$ cat config.mk
export PLATFORM = sky130hd
export DESIGN_NAME = fetch_unit
export DESIGN_NICKNAME = d
export VERILOG_FILES = /design/src/rtl/fetch_pkg.sv /design/src/rtl/fetch_buf.sv /design/src/rtl/fetch_unit.sv
export SDC_FILE = /design/constraint.sdc
export NUM_CORES = 1
export LEC_CHECK = 0
export ABC_AREA = 1
export CORE_ASPECT_RATIO = 0.6
export CORE_MARGIN = 2
export CORE_UTILIZATION = 40
export CTS_CLUSTER_DIAMETER = 150
export DETAILED_ROUTE_END_ITERATION = 16
export GPL_ROUTABILITY_DRIVEN = 1
export PLACE_DENSITY = 0.64
export SLEW_MARGIN = 20
export SYNTH_ARGS = -nofsm -noshare
export SYNTH_HDL_FRONTEND = slang
export SYNTH_SLANG_ARGS = --single-unit
$ cat constraint.sdc
create_clock -name clk -period 9.35 [get_ports clk]
set_input_delay 1.87 -clock clk [delete_from_list [all_inputs] [get_ports clk]]
set_output_delay 1.87 -clock clk [all_outputs]
set_load 0.05 [all_outputs]
$ cat src/rtl/fetch_pkg.sv
// fetch_pkg: shared types, constants and jump-target helper for the fetch stage
package fetch_pkg;
    typedef enum logic [1:0] {FS_BOOT, FS_RUN, FS_DRAIN} fetch_state_t;
    localparam logic [31:0] NOP_INSTR = 32'h0;
    localparam logic [31:0] PC_STEP = 32'd4;
    // J/JAL target: region bits come from the PC of the instruction after the jump
    function automatic logic [31:0] jump_target(input logic [29:0] word_pc, input logic [25:0] idx);
        return {word_pc[29:26] + 4'(&word_pc[25:0]), idx, 2'b00};
    endfunction
endpackage

$ cat src/rtl/fetch_buf.sv
// fetch_buf: synchronous FIFO of {pc, instr} entries with push/pop/clear
module fetch_buf
    import fetch_pkg::*;
#(
    parameter int DEPTH = 2,
    parameter int W = 64
) (
    input  logic                    clk,
    input  logic                    rst_n,
    input  logic                    push,
    input  logic                    pop,
    input  logic                    clear,
    input  logic [W-1:0]            din,
    output logic [W-1:0]            dout,
    output logic [$clog2(DEPTH):0]  count,
    output logic                    full,
    output logic                    empty
);
    localparam int AW = $clog2(DEPTH);
    logic [W-1:0] mem [DEPTH];
    logic [AW-1:0] rd_ptr, wr_ptr;
    // pointers and occupancy; clear wins over push and pop
    always_ff @(posedge clk or negedge rst_n) begin
        if (!rst_n) begin
            rd_ptr <= '0;
            wr_ptr <= '0;
            count  <= '0;
        end else if (clear) begin
            rd_ptr <= '0;
            wr_ptr <= '0;
            count  <= '0;
        end else begin
            if (push) wr_ptr <= wr_ptr + AW'(1);
            if (pop) rd_ptr <= rd_ptr + AW'(1);
            count <= count + (AW+1)'(push) - (AW+1)'(pop);
        end
    end
    // storage needs no reset: an empty slot is never presented
    always_ff @(posedge clk) begin
        if (push && !clear) mem[wr_ptr] <= din;
    end
    assign dout  = mem[rd_ptr];
    assign full  = count == (AW+1)'(DEPTH);
    assign empty = count == '0;
endmodule

$ cat src/rtl/fetch_unit.sv
// fetch_unit: PC owner and imem fetch stage feeding decode; FETCH_PERF_CNT_EN adds FetchCnt/BubbleCnt
module fetch_unit
    import fetch_pkg::*;
#(
    parameter logic [31:0] RESET_PC  = 32'h0000_0000,
    parameter int          BUF_DEPTH = 2
) (
    input  logic        clk,
    input  logic        rst_n,
    input  logic        flush,
    input  logic [31:0] RedirTgt_EX,
    input  logic        AnyStall,
    input  logic        Jump_IDM1,
    input  logic [25:0] JumpTgt_IDM1,
    output logic        ImemReq,
    output logic [31:0] ImemAddr,
    input  logic        ImemGnt,
    input  logic        ImemRvalid,
    input  logic [31:0] ImemRdata,
    output logic [31:0] FetchData_IF,
    output logic [31:0] FetchPc_IF,
    output logic        FetchValid_IF
`ifdef FETCH_PERF_CNT_EN
    ,
    output logic [31:0] FetchCnt,
    output logic [31:0] BubbleCnt
`endif
);
    localparam int CW = $clog2(BUF_DEPTH) + 1;
    fetch_state_t state, state_nxt;
    logic [31:0] pc, pc_nxt, resp_pc, resp_pc_nxt;
    logic [CW-1:0] outstanding, outstanding_nxt, discard, discard_nxt, count;
    logic [63:0] head;
    logic full, empty, fire, resp, push, pop, jump, redirect;

    fetch_buf #(.DEPTH(BUF_DEPTH), .W(64)) u_buf (
        .clk(clk),
        .rst_n(rst_n),
        .push(push),
        .pop(pop),
        .clear(redirect),
        .din({resp_pc, ImemRdata}),
        .dout(head),
        .count(count),
        .full(full),
        .empty(empty)
    );

    // handshake events, capacity-gated request and next values of PC, counters and FSM
    always_comb begin
        ImemReq = (state == FS_RUN) && ({1'b0, outstanding} + {1'b0, count} < (CW+1)'(BUF_DEPTH));
        fire = ImemReq && ImemGnt;
        resp = ImemRvalid && (outstanding != '0);
        push = resp && (discard == '0);
        pop = !empty && !AnyStall;
        jump = Jump_IDM1 && pop && !flush;
        redirect = flush || jump;
        outstanding_nxt = outstanding + CW'(fire) - CW'(resp);
        discard_nxt = redirect ? outstanding_nxt : discard - CW'(resp && discard != '0);
        pc_nxt = flush ? RedirTgt_EX : jump ? jump_target(head[63:34], JumpTgt_IDM1) : fire ? pc + PC_STEP : pc;
        resp_pc_nxt = redirect ? pc_nxt : push ? resp_pc + PC_STEP : resp_pc;
        state_nxt = (state == FS_BOOT) ? FS_RUN :
                    (discard_nxt != '0 && (redirect || state == FS_DRAIN)) ? FS_DRAIN : FS_RUN;
    end

    // PC, expected response PC, in-flight/discard counters and FSM state
    always_ff @(posedge clk or negedge rst_n) begin
        if (!rst_n) begin
            state       <= FS_BOOT;
            pc          <= RESET_PC;
            resp_pc     <= RESET_PC;
            outstanding <= '0;
            discard     <= '0;
        end else begin
            state       <= state_nxt;
            pc          <= pc_nxt;
            resp_pc     <= resp_pc_nxt;
            outstanding <= outstanding_nxt;
            discard     <= discard_nxt;
        end
    end

    assign ImemAddr      = pc;
    assign FetchValid_IF = !empty;
    assign FetchData_IF  = empty ? NOP_INSTR : head[31:0];
    assign FetchPc_IF    = empty ? '0 : head[63:32];

    // the request cap keeps returned words within buffer capacity
    assert property (@(posedge clk) disable iff (!rst_n) !(push && full));

`ifdef FETCH_PERF_CNT_EN
    // pops and decode-idle bubbles; flush leaves them untouched
    always_ff @(posedge clk or negedge rst_n) begin
        if (!rst_n) begin
            FetchCnt  <= '0;
            BubbleCnt <= '0;
        end else begin
            FetchCnt  <= FetchCnt + 32'(pop);
            BubbleCnt <= BubbleCnt + 32'(empty && !AnyStall);
        end
    end
`endif
endmodule

==> results of run 1 <==
-- layout make-up --
| cell class | instances | area [um2] |
|---|---|---|
| fill | 2293 | 11500 |
| sequential | 202 | 5700 |
| multi-input combinational | 761 | 3710 |
| timing repair buffer | 201 | 1990 |
| clock buffer | 23 | 533 |
| tap | 322 | 403 |
| inverter | 88 | 332 |
| clock inverter | 14 | 129 |
-- cells in the final DEF, fill, tap and decap left out, types with 7 or more instances in the layout --
cell and n:
a21oi_1 43, a22oi_1 28, buf_4 8, clkbuf_16 21, clkdlybuf4s50_1 193, dfrtp_1 73, edfxtp_1 128, ha_1 9
inv_1 80, inv_2 7, nand2_1 365, nand3_1 60, nand4_1 17, nor2_1 102, nor2_2 10, nor2_4 8
o21ai_0 24, o21ai_1 15, or2_2 9, xnor2_1 15, xor2_1 16
-- per-layer routing --
layer  GRT usage, %  routed length, um
met2           30.0              11400
met3           3.44               1900
met4           3.40                334
met1           33.8              13800
met5              0                  0
-- how the worst max path moves through the flow --
stage / end / slack, ps / depth (start not counted)
3_3_place_gp: FetchPc_IF[13] / 4160 / 7
3_5_place_dp: FetchPc_IF[8] / 4110 / 7
4_1_cts: FetchPc_IF[8] / 3570 / 7
2_1_floorplan: u_buf.mem[0][0] / 3790 / 6
5_1_grt: FetchPc_IF[9] / 3340 / 7
6_report: FetchPc_IF[8] / 3620 / 7
-- sequential cells by signal (all words and copies together), names as in the netlist --
name and flops:
u_buf.mem 128, ImemAddr 32, resp_pc 32, discard 2, outstanding 2, state 2
u_buf.count 2, u_buf.rd_ptr 1, u_buf.wr_ptr 1
-- kinds of logic (layout without fill, tap and decap cells) --
family	Yosys count	after routing	share of synthesized area, %
AO/OA/AOI/OAI	123	123	7.27
XOR/XNOR	31	31	2.74
adder cells (fa/ha/maj)	10	10	1.34
buffers and inverters	123	326	5.25
flip-flops	202	202	57.5
multiplexers	5	5	0.505
AND/OR/NAND/NOR	592	592	25.4
-- report_power, final --
part / leakage (nW) / internal [mW] / switching (mW)
logic: 2.70 / 0.521 / 1.18
registers: 2.06 / 1.08 / 0.134
clock network: 0.325 / 0.469 / 0.344
total: 5.09 / 2.07 / 1.66
-- worst max-delay path, delay by kind of cell, from the launching register on --
family,cells,cell delay (ps)
flip-flops,1,340
AO/OA/AOI/OAI,1,120
buffers and inverters,4,2250
AND/OR/NAND/NOR,2,600
==> flow_summary.toml, run 1 <==
[placement]
placed_cells = 1574
gp_congestion = 0.943
dpl.hpwl_um = 19600
placed_area_um2 = 12100
portBuffers = 194
dpl_worst_slack_ps = 4110

[critical_path]
worst_setup_path_start_kind = "flip-flop"
r2r_setup_slack_ps = 5310
cp.required_ps = 7480
critPathMaxFanout = 71
worstSetupEndpointType = "output port"
r2r_cells = 15
r2r_end = "resp_pc[30]"
crit_type = "flip-flop to output port"
startpoint = "u_buf.rd_ptr"
cp_slowest_stage_delay_ps = 860
crit_chain = "buf_4 > clkinv_2 > or2_2 > o21a_1 > inv_1 > nor2_1 > clkdlybuf4s50_1"
crit_slowest_cell = "clkinv_2"
regToRegStartpoint = "u_buf.rd_ptr"
cp_data_arrival_time_ps = 3860

[final_layout]
fin_nets = 1382
drive_gt1_share_pct = 6.75
n_antenna_cell = 0
area_growth_pct = 29.1
utilization_pct = 52.7
layout.cells.non_filler = 1611
design_area_um2 = 12800

[drt]
drt_wl_total_um = 27500
wl_per_cell_um = 17.0
via_count = 8038
drt-vias-per-instance = 4.99
drc_errors = 0
drtPass1Iterations = 5
ant_nets = 0
dr.first_iter.drc_count = 765

[timing]
worst_pin_slew_ps = 897
hold_slack_ps = 485
slew_headroom_pct = 40.2
final_hold_viol_count = 0
period_share_pct = 61.3
period_needed_ps = 5730
fin_tns_setup_ps = 0
slew_viol_final = 0
rsz0062_at_grt = "no"
timing.fmax_mhz = 175
fin_worst_skew_ps = 15.3
setup_violations = 0
finalWorstSetupSlack_ps = 3620

[global_routing]
grt.total_usage_pct = 21.1
grt_antenna_before_repair = 0
grt_pass1_vias = 7520
grt_pass1_wl_um = 43200
overflow = 0
grt_max_degree = 72

[logic_synthesis]
synth.most_common_cell = "nand2_1"
yosys_warnings = 0
ys_ff_latch = 202
yosys-top-cells-area = "edfxtp_1 39%, dfrtp_1 19%, nand2_1 14%"
synth.top_cell.area_share_pct = 38.8
netlist_top_cells_count = "365 x nand2_1, 128 x edfxtp_1, 104 x nor2_1, 80 x inv_1, 74 x dfrtp_1"
synth_edf_count = 128
avgSynthCellArea_um2 = 9.13
synthArstFlopShare_pct = 36.6
syn_inst = 1086
synth_cell_types = 41
syn_nets = 1193
yosysSeqAreaShare_pct = 57.5
synth_top_area_cell = "edfxtp_1"
synth_ff_type = "edfxtp_1"
synth_area_um2 = 9910

[floorplan]
design.core.area_um2 = 24300
die_y_um = 126
core.rowCount = 44
io_pins = 195
die_width_um = 207
initial_core_util_pct = 40.8
dieArea_um2 = 26100

[cts]
ctsHoldBuffers = 0
tritoncts = "built"
root_buffer = "clkbuf_16"
cts.sinks = 202
cts_buffers = 21
clockBufferDepth = 3
clk_latency_ps = 500
post_cts_buffers = 0
clk_pin_slew_worst_paths_ps = 70
cts_htree_levels = 1
cts_resized = 0

[power_and_ir_drop]
power.density_nw_per_um2 = 291
ir_worst_vdd_mv = 0.184
totalPowerFinal_mw = 3.73
leakage_nw = 5.09

[hold_path]
holdPathEnd = "u_buf.mem[1][32]"
min_path_type = "flip-flop to flip-flop"
holdCritStartpoint = "resp_pc[0]"
hold-path-cell-count = 0

[status]
outcome = "complete, no violations"

[flow_run]
drv_cap = 0
Power figures use the tool's default switching activity.
==> inputs of run 2 (changes only) <==
- PLACE_DENSITY: 0.64 -> 0.67
- clock period: 9.35 -> 5.11 ns (I/O delays scaled with it)
==> run 2 against run 1 <==
  * Via count increased by 1.2%
  * Die area unchanged
  * Routed wire length decreased by 1.3%
  * Count of clock-buffer cells in the layout increased by 8
  * Non-clock buffer count increased by 1
  * First-iteration DRC count increased by 1.2%
  * Global-route usage decreased by 0.31 points
  * Clock skew increased by 2.4 ps
  * Power increased by 83%
  * Design area increased by 0.33%
  * Sequential power increased by 83%
  * Critical path depth decreased by 3
==> flow_summary.toml, run 2 (synthesis gave the netlist of run 1 again) <==
[timing]
period_share_pct = 76.4
final_hold_viol_count = 0
slew_viol_final = 0
worst_pin_slew_ps = 768
fin_worst_skew_ps = 17.7
rsz0062_at_grt = "no"
fin_tns_setup_ps = 0
setup_violations = 0
slew_headroom_pct = 48.8
timing.fmax_mhz = 256
period_needed_ps = 3900

[flow_run]
drv_cap = 0

[power_and_ir_drop]
ir_worst_vdd_mv = 0.315
p_switching_mw = 3.03
power_frac_comb_pct = 45.9
power_frac_seq_pct = 32.5
totalPowerFinal_mw = 6.83
p_sw_share_pct = 44.4
internal-power_mw = 3.79
leakage_nw = 5.10
power.density_nw_per_um2 = 532
clockPowerShare_pct = 21.6

[floorplan]
core.rowCount = 44
die_width_um = 207
die_y_um = 126
dieArea_um2 = 26100
design.core.area_um2 = 24300
initial_core_util_pct = 40.8
io_pins = 195

[drt]
dr.first_iter.drc_count = 774
drt_wl_total_um = 27100
ant_nets = 0
drt-vias-per-instance = 5.05
via_count = 8134
wl_per_cell_um = 16.8
drc_errors = 0
drtPass1Iterations = 6

[critical_path]
crit_type = "flip-flop to output port"
critPathMaxFanout = 70
cp_data_arrival_time_ps = 2880
worst_setup_path_start_kind = "flip-flop"
cp.required_ps = 4090
regToRegStartpoint = "u_buf.rd_ptr"
worstSetupEndpointType = "output port"
r2r_setup_slack_ps = 2060
startpoint = "u_buf.rd_ptr"

[final_layout]
largest_register_ffs = 128
fillers = 2201
regMostFlops = "u_buf.mem"
area_growth_pct = 29.5
fin_nets = 1382
layout_common_cells = "365 x nand2_1, 193 x clkdlybuf4s50_1, 128 x edfxtp_1, 102 x nor2_1, 80 x inv_1"
n_antenna_cell = 0
mostFrequentLayoutCell = "nand2_1"
drive_gt1_share_pct = 6.67

[cts]
cts_buffers = 20
cts_htree_levels = 1
post_cts_buffers = 0
clk_latency_ps = 500
cts_resized = 0
ctsHoldBuffers = 0
root_buffer = "clkbuf_16"
clk_pin_slew_worst_paths_ps = 60
cts.sinks = 202
tritoncts = "built"
clockBufferDepth = 3

[hold_path]
min_path_type = "input pin to async pin"

[placement]
gp_congestion = 0.923
portBuffers = 194
dpl.hpwl_um = 19200

[global_routing]
grt_pass1_vias = 7562
grt_pass1_wl_um = 43000
grt_max_degree = 75
overflow = 0
grt.total_usage_pct = 20.8
grt_antenna_before_repair = 0

[status]
outcome = "complete, no violations"
==> run 2: area by class of cell <==
type / count / area [um2] / share of cell area, %
inverters: 88 / 332 / 2.58
multi-input cells: 761 / 3710 / 28.9
well taps: 322 / 403 / 3.14
clock inverters: 5 / 48.8 / 0.380
repair buffers: 202 / 2040 / 15.9
flip-flops and latches: 202 / 5700 / 44.4
clock buffers: 31 / 603 / 4.70
==> run 2: layer usage <==
metal | routed length (um) | part of all wire [%] | global-route usage (%) | up-vias
met5 | 0 | 0 | 0 | -
met3 | 1920 | 7.1 | 3.57 | 20
met4 | 260 | 0.96 | 2.94 | 0
met1 | 13400 | 50 | 32.7 | 3854
met2 | 11500 | 42 | 30.4 | 292
li1 | - | - | - | 3968
==> run 2: worst paths after layout <==
| path | end | cells past startpoint |
|---|---|---|
| hold reg to reg | u_buf.mem[0][32] | 0 |
| setup / recovery | FetchPc_IF[30] | 4 |
| hold / removal | ImemAddr[4] | 1 |
| max in group asynchronous | resp_pc[23] | 2 |
| min in group clk | u_buf.mem[0][32] | 0 |
| setup reg to reg | resp_pc[30] | 15 |
==> run 2: worst max-delay path, cell delays in order, from the launching register on <==
cell and delay (ps):
dfrtp_2 370, buf_4 590, nand2_1 150, a21oi_1 350, clkdlybuf4s50_1 880
==> run 2: power groups by stage <==
stage	clock [mW]	sequential, mW	combinational (mW)
4_1_cts	1.51	2.22	3.15
3_3_place_gp	0	2.24	3.12
2_1_floorplan	0	2.34	1.99
6_report	1.47	2.22	3.13
3_5_place_dp	0	2.25	3.14
5_1_grt	1.58	2.25	3.35
==> run 2: through the flow <==
step | worst slack [ps] | cells | utilization (%) | hold WS, ps | cell area (um2)
finish | 1210 | 1611 | 52.9 | 434 | 12800
global route | 1090 | 1611 | 52.9 | 440 | 12800
detailed placement | 1390 | 1574 | 50.1 | 466 | 12200
CTS | 1200 | 1610 | 52.8 | 484 | 12800
global placement | 1440 | 1574 | 50.1 | 457 | 12200
floorplan | 402 | 1086 | - | 442 | 9910
